[src/rtl/ram_stream_reader_pkg.sv]
// Shared types and default geometry for the RAM stream reader and the
// simple_dual_port_ram_dual_clock instances it reads from.
package ram_stream_reader_pkg;

  localparam int DEFAULT_DATA_WIDTH = 7;
  localparam int DEFAULT_ADDR_WIDTH = 9;
  localparam int DEFAULT_BUF_DEPTH  = 4;

  typedef enum logic [1:0] {
    ST_IDLE   = 2'd0,
    ST_RUN    = 2'd1,
    ST_FINISH = 2'd2
  } state_t;

endpackage

[src/rtl/ram_stream_reader_fifo.sv]
// Small output FIFO for the stream reader; entries carry the word plus its
// last tag. Head is presented combinationally from storage.
module stream_fifo #(
  parameter int WIDTH = 8,
  parameter int DEPTH = 4
) (
  input  logic                       clock_i,
  input  logic                       reset_i,
  input  logic                       push_i,
  input  logic [WIDTH-1:0]           push_data_i,
  input  logic                       pop_i,
  output logic [WIDTH-1:0]           head_data_o,
  output logic                       empty_o,
  output logic [$clog2(DEPTH+1)-1:0] count_o
);

  localparam int PW = (DEPTH > 1) ? $clog2(DEPTH) : 1;
  localparam int CW = $clog2(DEPTH+1);

  logic [WIDTH-1:0] mem [DEPTH];
  logic [PW-1:0]    wr_ptr;
  logic [PW-1:0]    rd_ptr;
  logic [CW-1:0]    count;
  logic             do_pop;

  function automatic logic [PW-1:0] bump(input logic [PW-1:0] p);
    return (p == PW'(DEPTH-1)) ? '0 : p + 1'b1;
  endfunction

  assign do_pop      = pop_i && (count != '0);
  assign empty_o     = (count == '0);
  assign count_o     = count;
  assign head_data_o = mem[rd_ptr];

  always_ff @(posedge clock_i or posedge reset_i) begin
    if (reset_i) begin
      for (int i = 0; i < DEPTH; i++) mem[i] <= '0;
      wr_ptr <= '0;
      rd_ptr <= '0;
      count  <= '0;
    end else begin
      if (push_i) begin
        mem[wr_ptr] <= push_data_i;
        wr_ptr      <= bump(wr_ptr);
      end
      if (do_pop) rd_ptr <= bump(rd_ptr);
      if (push_i && !do_pop)      count <= count + 1'b1;
      else if (!push_i && do_pop) count <= count - 1'b1;
    end
  end

  // The reader's credit scheme must never push into a full buffer.
  always @(posedge clock_i)
    if (!reset_i && push_i && !do_pop) assert (count < CW'(DEPTH));

endmodule

[src/rtl/ram_stream_reader.sv]
// Walks a contiguous RAM address range (wrapping) and turns the registered
// RAM read data into a valid/ready stream with a last marker.
module ram_stream_reader
  import ram_stream_reader_pkg::*;
#(
  parameter int DATA_WIDTH = DEFAULT_DATA_WIDTH,
  parameter int ADDR_WIDTH = DEFAULT_ADDR_WIDTH,
  parameter int BUF_DEPTH  = DEFAULT_BUF_DEPTH
) (
  input  logic                  clock_i,
  input  logic                  reset_i,
  input  logic                  start_i,
  input  logic [ADDR_WIDTH-1:0] base_addr_i,
  input  logic [ADDR_WIDTH:0]   length_i,
  output logic [ADDR_WIDTH-1:0] read_addr_o,
  input  logic [DATA_WIDTH-1:0] ram_q_i,
  output logic [DATA_WIDTH-1:0] data_o,
  output logic                  valid_o,
  input  logic                  ready_i,
  output logic                  last_o,
  output logic                  busy_o,
  output logic                  done_o,
  output state_t                state_o
);

  localparam int CW = ADDR_WIDTH + 1;
  localparam int NW = $clog2(BUF_DEPTH + 1);
  localparam int OW = NW + 2;

  if (BUF_DEPTH < 3) begin : g_depth_check
    $error("BUF_DEPTH must be at least 3 for full-rate streaming");
  end

  state_t                state, state_nx;
  logic [ADDR_WIDTH-1:0] next_addr;
  logic [CW-1:0]         length_q;
  logic [CW-1:0]         issued;
  logic [1:0]            pipe_vld;
  logic [1:0]            pipe_last;
  logic [NW-1:0]         buf_count;
  logic [OW-1:0]         credit_used;
  logic [DATA_WIDTH:0]   head_entry;
  logic                  buf_empty;
  logic                  issue;
  logic                  pop;

  // Stream handshake: a beat transfers on the rising edge where valid_o and
  // ready_i are both high; once valid_o rises, data_o/last_o hold until then.
  assign valid_o = !buf_empty;
  assign pop     = valid_o && ready_i;
  assign data_o  = buf_empty ? '0 : head_entry[DATA_WIDTH-1:0];
  assign last_o  = !buf_empty && head_entry[DATA_WIDTH];
  assign busy_o  = (state != ST_IDLE);
  assign done_o  = (state == ST_FINISH);
  assign state_o = state;

  // Words already in flight hold a buffer slot, so the buffer cannot overflow.
  assign credit_used = OW'(buf_count) + OW'(pipe_vld[0]) + OW'(pipe_vld[1]) - OW'(pop);
  assign issue = (state == ST_RUN) && (issued < length_q) && (credit_used < OW'(BUF_DEPTH));

  always_comb begin
    state_nx = state;
    case (state)
      ST_IDLE:   if (start_i) state_nx = (length_i == '0) ? ST_FINISH : ST_RUN;
      ST_RUN:    if (pop && last_o) state_nx = ST_FINISH;
      ST_FINISH: state_nx = ST_IDLE;
      default:   state_nx = ST_IDLE;
    endcase
  end

  always_ff @(posedge clock_i or posedge reset_i) begin
    if (reset_i) state <= ST_IDLE;
    else         state <= state_nx;
  end

  // read_addr_o takes the issued address; the RAM samples it one edge later
  // and q holds the word during the cycle flagged by pipe_vld[1].
  always_ff @(posedge clock_i or posedge reset_i) begin
    if (reset_i) begin
      read_addr_o <= '0;
      next_addr   <= '0;
      length_q    <= '0;
      issued      <= '0;
      pipe_vld    <= '0;
      pipe_last   <= '0;
    end else begin
      if (state == ST_IDLE && start_i) begin
        next_addr <= base_addr_i;
        length_q  <= length_i;
        issued    <= '0;
      end
      if (issue) begin
        read_addr_o <= next_addr;
        next_addr   <= next_addr + 1'b1;
        issued      <= issued + 1'b1;
      end
      pipe_vld  <= {pipe_vld[0], issue};
      pipe_last <= {pipe_last[0], issue && (issued == length_q - 1'b1)};
    end
  end

  stream_fifo #(
    .WIDTH(DATA_WIDTH + 1),
    .DEPTH(BUF_DEPTH)
  ) u_fifo (
    .clock_i     (clock_i),
    .reset_i     (reset_i),
    .push_i      (pipe_vld[1]),
    .push_data_i ({pipe_last[1], ram_q_i}),
    .pop_i       (pop),
    .head_data_o (head_entry),
    .empty_o     (buf_empty),
    .count_o     (buf_count)
  );

endmodule

[config.mk]
export PLATFORM = sky130hd
export DESIGN_NAME = ram_stream_reader
export DESIGN_NICKNAME = d
export VERILOG_FILES = /design/src/rtl/ram_stream_reader_pkg.sv /design/src/rtl/ram_stream_reader_fifo.sv /design/src/rtl/ram_stream_reader.sv
export SDC_FILE = /design/constraint.sdc
export NUM_CORES = 1
export LEC_CHECK = 0
export BUFFER_PORTS_ARGS = -buffer_cell sky130_fd_sc_hd__buf_2
export CORE_MARGIN = 2
export CORE_UTILIZATION = 35
export DETAILED_ROUTE_END_ITERATION = 16
export PLACE_DENSITY_LB_ADDON = 0.15
export SYNTH_ARGS = -nofsm -noshare
export SYNTH_HDL_FRONTEND = slang
export SYNTH_SLANG_ARGS = --single-unit
[constraint.sdc]
create_clock -name clock_i -period 8.85 [get_ports clock_i]
set_input_delay 0 -clock clock_i [delete_from_list [all_inputs] [get_ports clock_i]]
set_output_delay 0 -clock clock_i [all_outputs]
set_load 0.02 [all_outputs]
# Word level (Yosys, flattened, before mapping)
# Index checks and enable logic that the tools add are counted.
# classes
n_mux	19
div_mod_pow	0
magnitude_cmp	5
multipliers	0
shifts	0
n_reduce_logical	22
eq_ne	7
add_sub_neg	10
bitwise_logic	2
# ops
operator	n
32-bit bitwise mux	1
8-bit two-way mux	3
10-bit two-way mux	2
9-bit two-way mux	2
8-bit binary-select mux with 2-bit select	1
8-bit demux with 2-bit select	1
1-bit logical AND	11
10-bit by 1-bit adder with 10-bit output, second input constant	1
10-bit equality test	1
10-bit logical NOT	1
10-bit < comparator	1
2-bit two-way mux	5
10-bit by 1-bit subtractor with 10-bit output, second input constant	1
9-bit by 1-bit adder with 9-bit output, second input constant	1
7-bit two-way mux	1
2-bit equality test, second input constant	3
3-bit >= comparator, second input constant	2
3-bit two-way mux	2
2-bit inverter with 3-bit output	2
2-bit nonzero test	3
4-bit by 1-bit adder with 5-bit output	1
5-bit by 3-bit < comparator with 1-bit output, second input constant	1
5-bit by 1-bit subtractor with 5-bit output	1
2-bit by 1-bit adder with 2-bit output, second input constant	2
other kinds (13)	15
# word_totals
latchBits	0
ram_bits	0
out_inout_bits	22
mem_bits_ro	0
ff_bits	83
n_memories	0

# Logic depth before layout (Yosys ltp)
# logic_depth
word_depth	8
mapped_depth	15
mapped_depth_nobuf	12

# Hierarchy
# A second synthesis with hierarchy kept.
# unflattened
cells_unflattened	415
hier_area_um2	4475.5
# modules_own_cells
mod	seq_area_each_um2	cells_each	n_inst	area_each_um2
ram_stream_reader	1101.1	303	1	2681.3
stream_fifo	975.9	112	1	1794.2

# Least setup slack after synthesis
# Ideal clock, no wire load.
# synth_timing
path_type	reg2reg
from	register u_fifo.count[0] (netlist: u_fifo.count_o[0])
to	register issued[9]
stages_incl_launch_ff	16
path_slack_ps	5665
setup_ps	104
arrival_time_ps	3081
required_ps	8746
path_cell_list	dfrtp_1 > or3_1 > clkbuf_1 > nand2_1 > ha_1 > inv_1 > ha_1 > a21o_1 > a21oi_1 > mux2i_1 > nand3_2 > inv_2 > buf_2 > buf_4 > nand3_1 > o311ai_1
# synth_between
elab_chain_cells	7
# synth_lines
element	line_no	rtl
from (decl)	ram_stream_reader_fifo.sv:23	logic [CW-1:0] count;
from (signal assigned)	ram_stream_reader_fifo.sv:47	if (push_i && !do_pop) count <= count + 1'b1;
from (signal assigned)	ram_stream_reader_fifo.sv:48	else if (!push_i && do_pop) count <= count - 1'b1;
3-bit logical NOT *	ram_stream_reader_fifo.sv:31	assign empty_o = (count == '0);
1-bit logical NOT *	ram_stream_reader.sv:49	assign valid_o = !buf_empty;
net valid_o	ram_stream_reader.sv:18	output logic valid_o,
1-bit logical AND *	ram_stream_reader.sv:50	assign pop = valid_o && ready_i;
5-bit by 1-bit subtractor with 5-bit output *	ram_stream_reader.sv:58	assign credit_used = OW'(buf_count) + OW'(pipe_vld[0]) + OW'(pipe_vld[1]) - OW'(pop);
5-bit by 3-bit < comparator with 1-bit output *	ram_stream_reader.sv:59	assign issue = (state == ST_RUN) && (issued < length_q) && (credit_used < OW'(BUF_DEPTH));
1-bit logical AND *	ram_stream_reader.sv:59	
10-bit two-way mux / 2-bit nonzero test (equally long branches)	-	
to (signal assigned)	ram_stream_reader.sv:95	issued <= issued + 1'b1;
to (decl)	ram_stream_reader.sv:37	logic [CW-1:0] issued;
# Mark *: on every way through the listed nets, which the timed path passes. The rest lies on a longest branch.
# A chain may end at the register's enable or synchronous reset.

# Worst setup path in the final report
# layout_timing
from	register u_fifo.count[0] (netlist: u_fifo.count_o[0])
to	register pipe_last[0]
# layout_between
elab_chain_cells	7
# layout_lines
element	line_no	rtl
parallel branches: the longest is 3 deep, another holds 4-bit by 1-bit adder with 5-bit output	-	
5-bit by 1-bit subtractor with 5-bit output *	ram_stream_reader.sv:58	
5-bit by 3-bit < comparator with 1-bit output *	ram_stream_reader.sv:59	
1-bit logical AND *	ram_stream_reader.sv:59	
1-bit logical AND *	ram_stream_reader.sv:98	pipe_last <= {pipe_last[0], issue && (issued == length_q - 1'b1)};
to (signal assigned)	ram_stream_reader.sv:98	
to (decl)	ram_stream_reader.sv:39	logic [1:0] pipe_last;
# Mark *: on every way between the ends.

==> results.md <==
| Metric | Reported | Unit |
|:---|:---|:---|
| Run status | finished, violations left | - |
| Failing checks | negative hold slack | - |
| Global-route usage over all layers | 15.3 | % |
| Overall power consumption | 1.90 | mW |
| Number of vias after detailed routing | 3,261 | - |
| CTS tree | yes | - |
| First-pass GRT wire length | 15,900 | um |
| Sequential cell area | 2080 | um2 |
| Met1 global-route usage | 19.0 | % |
| Average size of a mapped cell | 10.5 | um2 |
| Cells after Synth | 420 | - |
| First-pass detailed-route iteration total | 4 | - |
| Worst setup path startpoint | u_fifo.count_o[0] | - |
| Number of sinks on the clock net | 83 | - |
| Number of global-route vias before repair | 3,266 | - |
| Post-route cell area | 5380 | um2 |
| Max-slew violations | 0 | - |
| Asr flop ratio synth | 100 | % |
| Placed inst area | 4840 | um2 |
| Crit Path Max Fanout | 30 | - |
| I/O pin cnt | 52 | - |
| Delay of the slowest cell on the worst path | 0.58 | ns |
| Share of total power in combinational logic | 46.1 | % |
| Die span in y | 116 | um |
| Cell Rows | 41 | - |
| Die area | 13,500 | um2 |
| Post-layout min period | 3.95 | ns |
| Average routed wire per standard cell | 14.2 | um |
| Setup repair after global routing missed its margin | no | - |
| Highest attainable clock frequency | 253 | MHz |
| YS warnings | 0 | - |
| Global routing met2 resource utilization | 25.7 | % |
| Min-delay worst type | in2async | - |
| Post_cts resized | 0 | - |
| Internal Pwr Total | 1.12 | mW |
| Share of the cycle needed by the critical path after routing | 44.7 | % |
| Post-Synthesis Net Count | 475 | - |
| Startpoint class of the critical path | register | - |
| Fillcell total | 1,227 | - |
| Clock buffers created by TritonCTS | 9 | - |
| Number of vias per cell | 4.85 | - |
| CTS clk-pin slew, worst paths | 0.06 | ns |
| Worst path cell trace | or3_1 -> nand2_1 -> ha_1 -> inv_1 -> ha_1 -> a21o_1 -> a21oi_1 -> mux2i_1 -> nand3_2 -> inv_2 -> o21ai_1 -> a2111oi_2 | - |
| Final Non-Filler Cells | 672 | - |
| Path type of the worst setup path | reg2reg | - |
| Minimum hold slack | -0.0220 | ns |
| Initial antenna violation count | 0 | - |
| TNS Setup | 0 | ns |
| Worst supply voltage drop on vdd | 169 | uV |
| Slowest stage cell on the critical path | sky130_fd_sc_hd__inv_2 | - |
| Initial cell density of the core | 35.4 | % |
| Total wirelength of the detailed-routed design | 9560 | um |
| Worst slew margin relative to its limit | 28.0 | % |
| Reported max-cap violation count | 0 | - |
| Sequential element share of the synthesized area | 47.0 | % |
| Sequential share of power | 35.1 | % |
| GR met3 Demand/Resource | 3.79 | % |
| Placed cell count | 630 | - |
| Reported leakage power | 2.47 | nW |
| CTS H-tree lvls | 3 | - |
| Overflow left after global routing | 0 | - |
| Area growth, synth to finish | 21.9 | % |
| Crit Reg-Reg Startpoint | u_fifo.count_o[0] | - |
| Worst-Margin Slew | 1.08 | ns |
| Number of buffer cells added on primary ports | 51 | - |
| Post-synthesis instance area | 4420 | um2 |
| Buffer cell driving the clock tree root | sky130_fd_sc_hd__clkbuf_16 | - |
| Cell occurring most often along the worst timing path | sky130_fd_sc_hd__ha_1 | - |
| Die X | 116 | um |
| Count of unique library cells instantiated by Yosys | 52 | - |
| Area taken by multi-input logic gates | 2140 | um2 |
| Clock Tree Buf Depth | 2 | - |
| Largest net degree at the start of global routing | 84 | - |
| Slack of the worst reg-to-reg path | 4.90 | ns |
| Clock latency reported for the late side of the worst-skew pair | 0.34 | ns |
| Fin Clk Skew | 0.00590 | ns |
| Setup violators final | 0 | - |
| Power Dens Cells | 353 | nW/um2 |
| Final count of hold timing violations | 7 | - |
| Initial drt markers | 221 | - |
| Antenna diode count | 0 | - |
| Clock power frac | 18.8 | % |
| Final RePlAce weighted congestion | 0.771 | - |
| Total number of nets in the final design | 550 | - |
| CP Data Arrival Time | 4.19 | ns |
| Synthesized flop and latch total | 83 | - |
| Most used routing layer in global routing | met2 | - |
| Residual DRC | 0 | - |
| Post-synth EDFFs | 0 | - |
| Primary flip-flop cell chosen by synthesis mapping | sky130_fd_sc_hd__dfrtp_1 | - |
| Endpoint class of the critical path | register | - |
| Antenna-violating nets left | 0 | - |
| Post-detailed-placement half-perimeter wirelength | 6390 | um |
| Switching part of the total | 41.1 | % |
| Fraction of final layout cells sized beyond drive strength 1 | 24.4 | % |
| Psw | 0.780 | mW |
| Data required, critical path | 9.09 | ns |
| Core outline area | 12,500 | um2 |
==> cell usage after synthesis, drive strengths merged, types with 4 or more instances <==
cell type	count	area share, %
dfrtp	83	47
nand2	55	4.7
inv	36	3.1
mux2	33	8.4
o21ai	31	3.6
ha	24	6.8
a21oi	15	1.7
nand3	15	1.8
nor2	14	1.2
clkbuf	10	0.85
or3	9	1.3
and2	8	1.1
mux4	8	4.1
xnor2	8	1.6
nor3	6	0.68
xor2	6	1.2
a21o	5	0.85
buf	5	0.62
a221o	4	0.91
==> logic make-up after synthesis <==
family                     after synthesis  synth area share, %
AOI/OAI and AO/OA                       77                 11.3
xor gates and xnor gates                14                 2.78
adders and majority gates               25                 7.25
buffers and inverters                   51                 4.53
DFF                                     83                 47.0
muxes                                   44                 13.2
and+or+nand+nor                        126                 13.9
==> sequential cells by signal, summed over array words and instances, names as in the netlist <==
name and cells:
next_addr 9, u_fifo.count_o 3, u_fifo.wr_ptr 2, issued 10
pipe_last 2, read_addr_o 9, state_o 2, u_fifo.rd_ptr 2
length_q 10, pipe_vld 2, u_fifo.mem 32
==> per-layer routing <==
layer / share of wire (%) / vias up / routed length [um]
met3: 3.1 / 12 / 295
met5: 0 / - / 0
met1: 45 / 1579 / 4350
li1: - / 1627 / -
met4: 1.2 / 0 / 117
met2: 50 / 43 / 4800
==> worst max-delay path: cells and delay by family (launching register included) <==
kind | cells | cell delay (ns)
fa+ha+maj | 2 | 0.53
simple gates | 3 | 1.22
mux | 1 | 0.31
compound gates | 4 | 0.69
buf+inv | 2 | 0.66
flops | 1 | 0.43
==> final cells by class <==
type	count	area share [%]
inverters	36	2.53
repair buffers	79	9.86
clock buffers	12	4.77
multi-input cells	286	39.8
clock inverters	4	0.465
well taps	172	4.00
flip-flops and latches	83	38.6
==> through the flow <==
| stage | worst slack [ns] | utilization [%] |
|---|---|---|
| final | 4.90 | 43.2 |
| after CTS | 4.82 | 43.2 |
| after floorplan | 5.66 | - |
| after global placement | 4.98 | 38.8 |
| after detailed placement | 4.84 | 38.8 |
| after global routing | 4.51 | 43.2 |
==> worst paths after layout <==
kind,endpoint,depth (start not counted)
max,pipe_last[0],12
min,u_fifo.mem[25],3
max reg2reg,pipe_last[0],12
min reg2reg,pipe_last[1],0
max in group asynchronous,issued[5],3
min in group clock_i,state_o[0],5
==> cells in the final DEF, fill, tap and decap left out, drive strengths merged, types with 15 or more instances in the layout <==
cell type	synthesis	layout
o21ai	31	31
dlygate4sd3	0	26
mux2	33	33
ha	24	24
buf	5	53
nand2	55	55
dfrtp	83	83
nand3	15	15
inv	36	35
a21oi	15	15
==> power by group through the flow <==
stage / combinational [mW] / sequential, mW / clock [mW]
2_1_floorplan: 0.701 / 0.634 / 0
4_1_cts: 0.890 / 0.669 / 0.374
3_3_place_gp: 0.857 / 0.666 / 0
6_report: 0.875 / 0.666 / 0.356
5_1_grt: 0.995 / 0.695 / 0.386
3_5_place_dp: 0.876 / 0.675 / 0
==> what timing repair did <==
| item | CTS | global route |
|---|---|---|
| hold buffers | 26 | 0 |
| endpoints found under the setup margin | 0 | 0 |
| setup buffers | 0 | 0 |
| endpoints found under the hold margin | 47 | 0 |
Power figures use the tool's default switching activity.
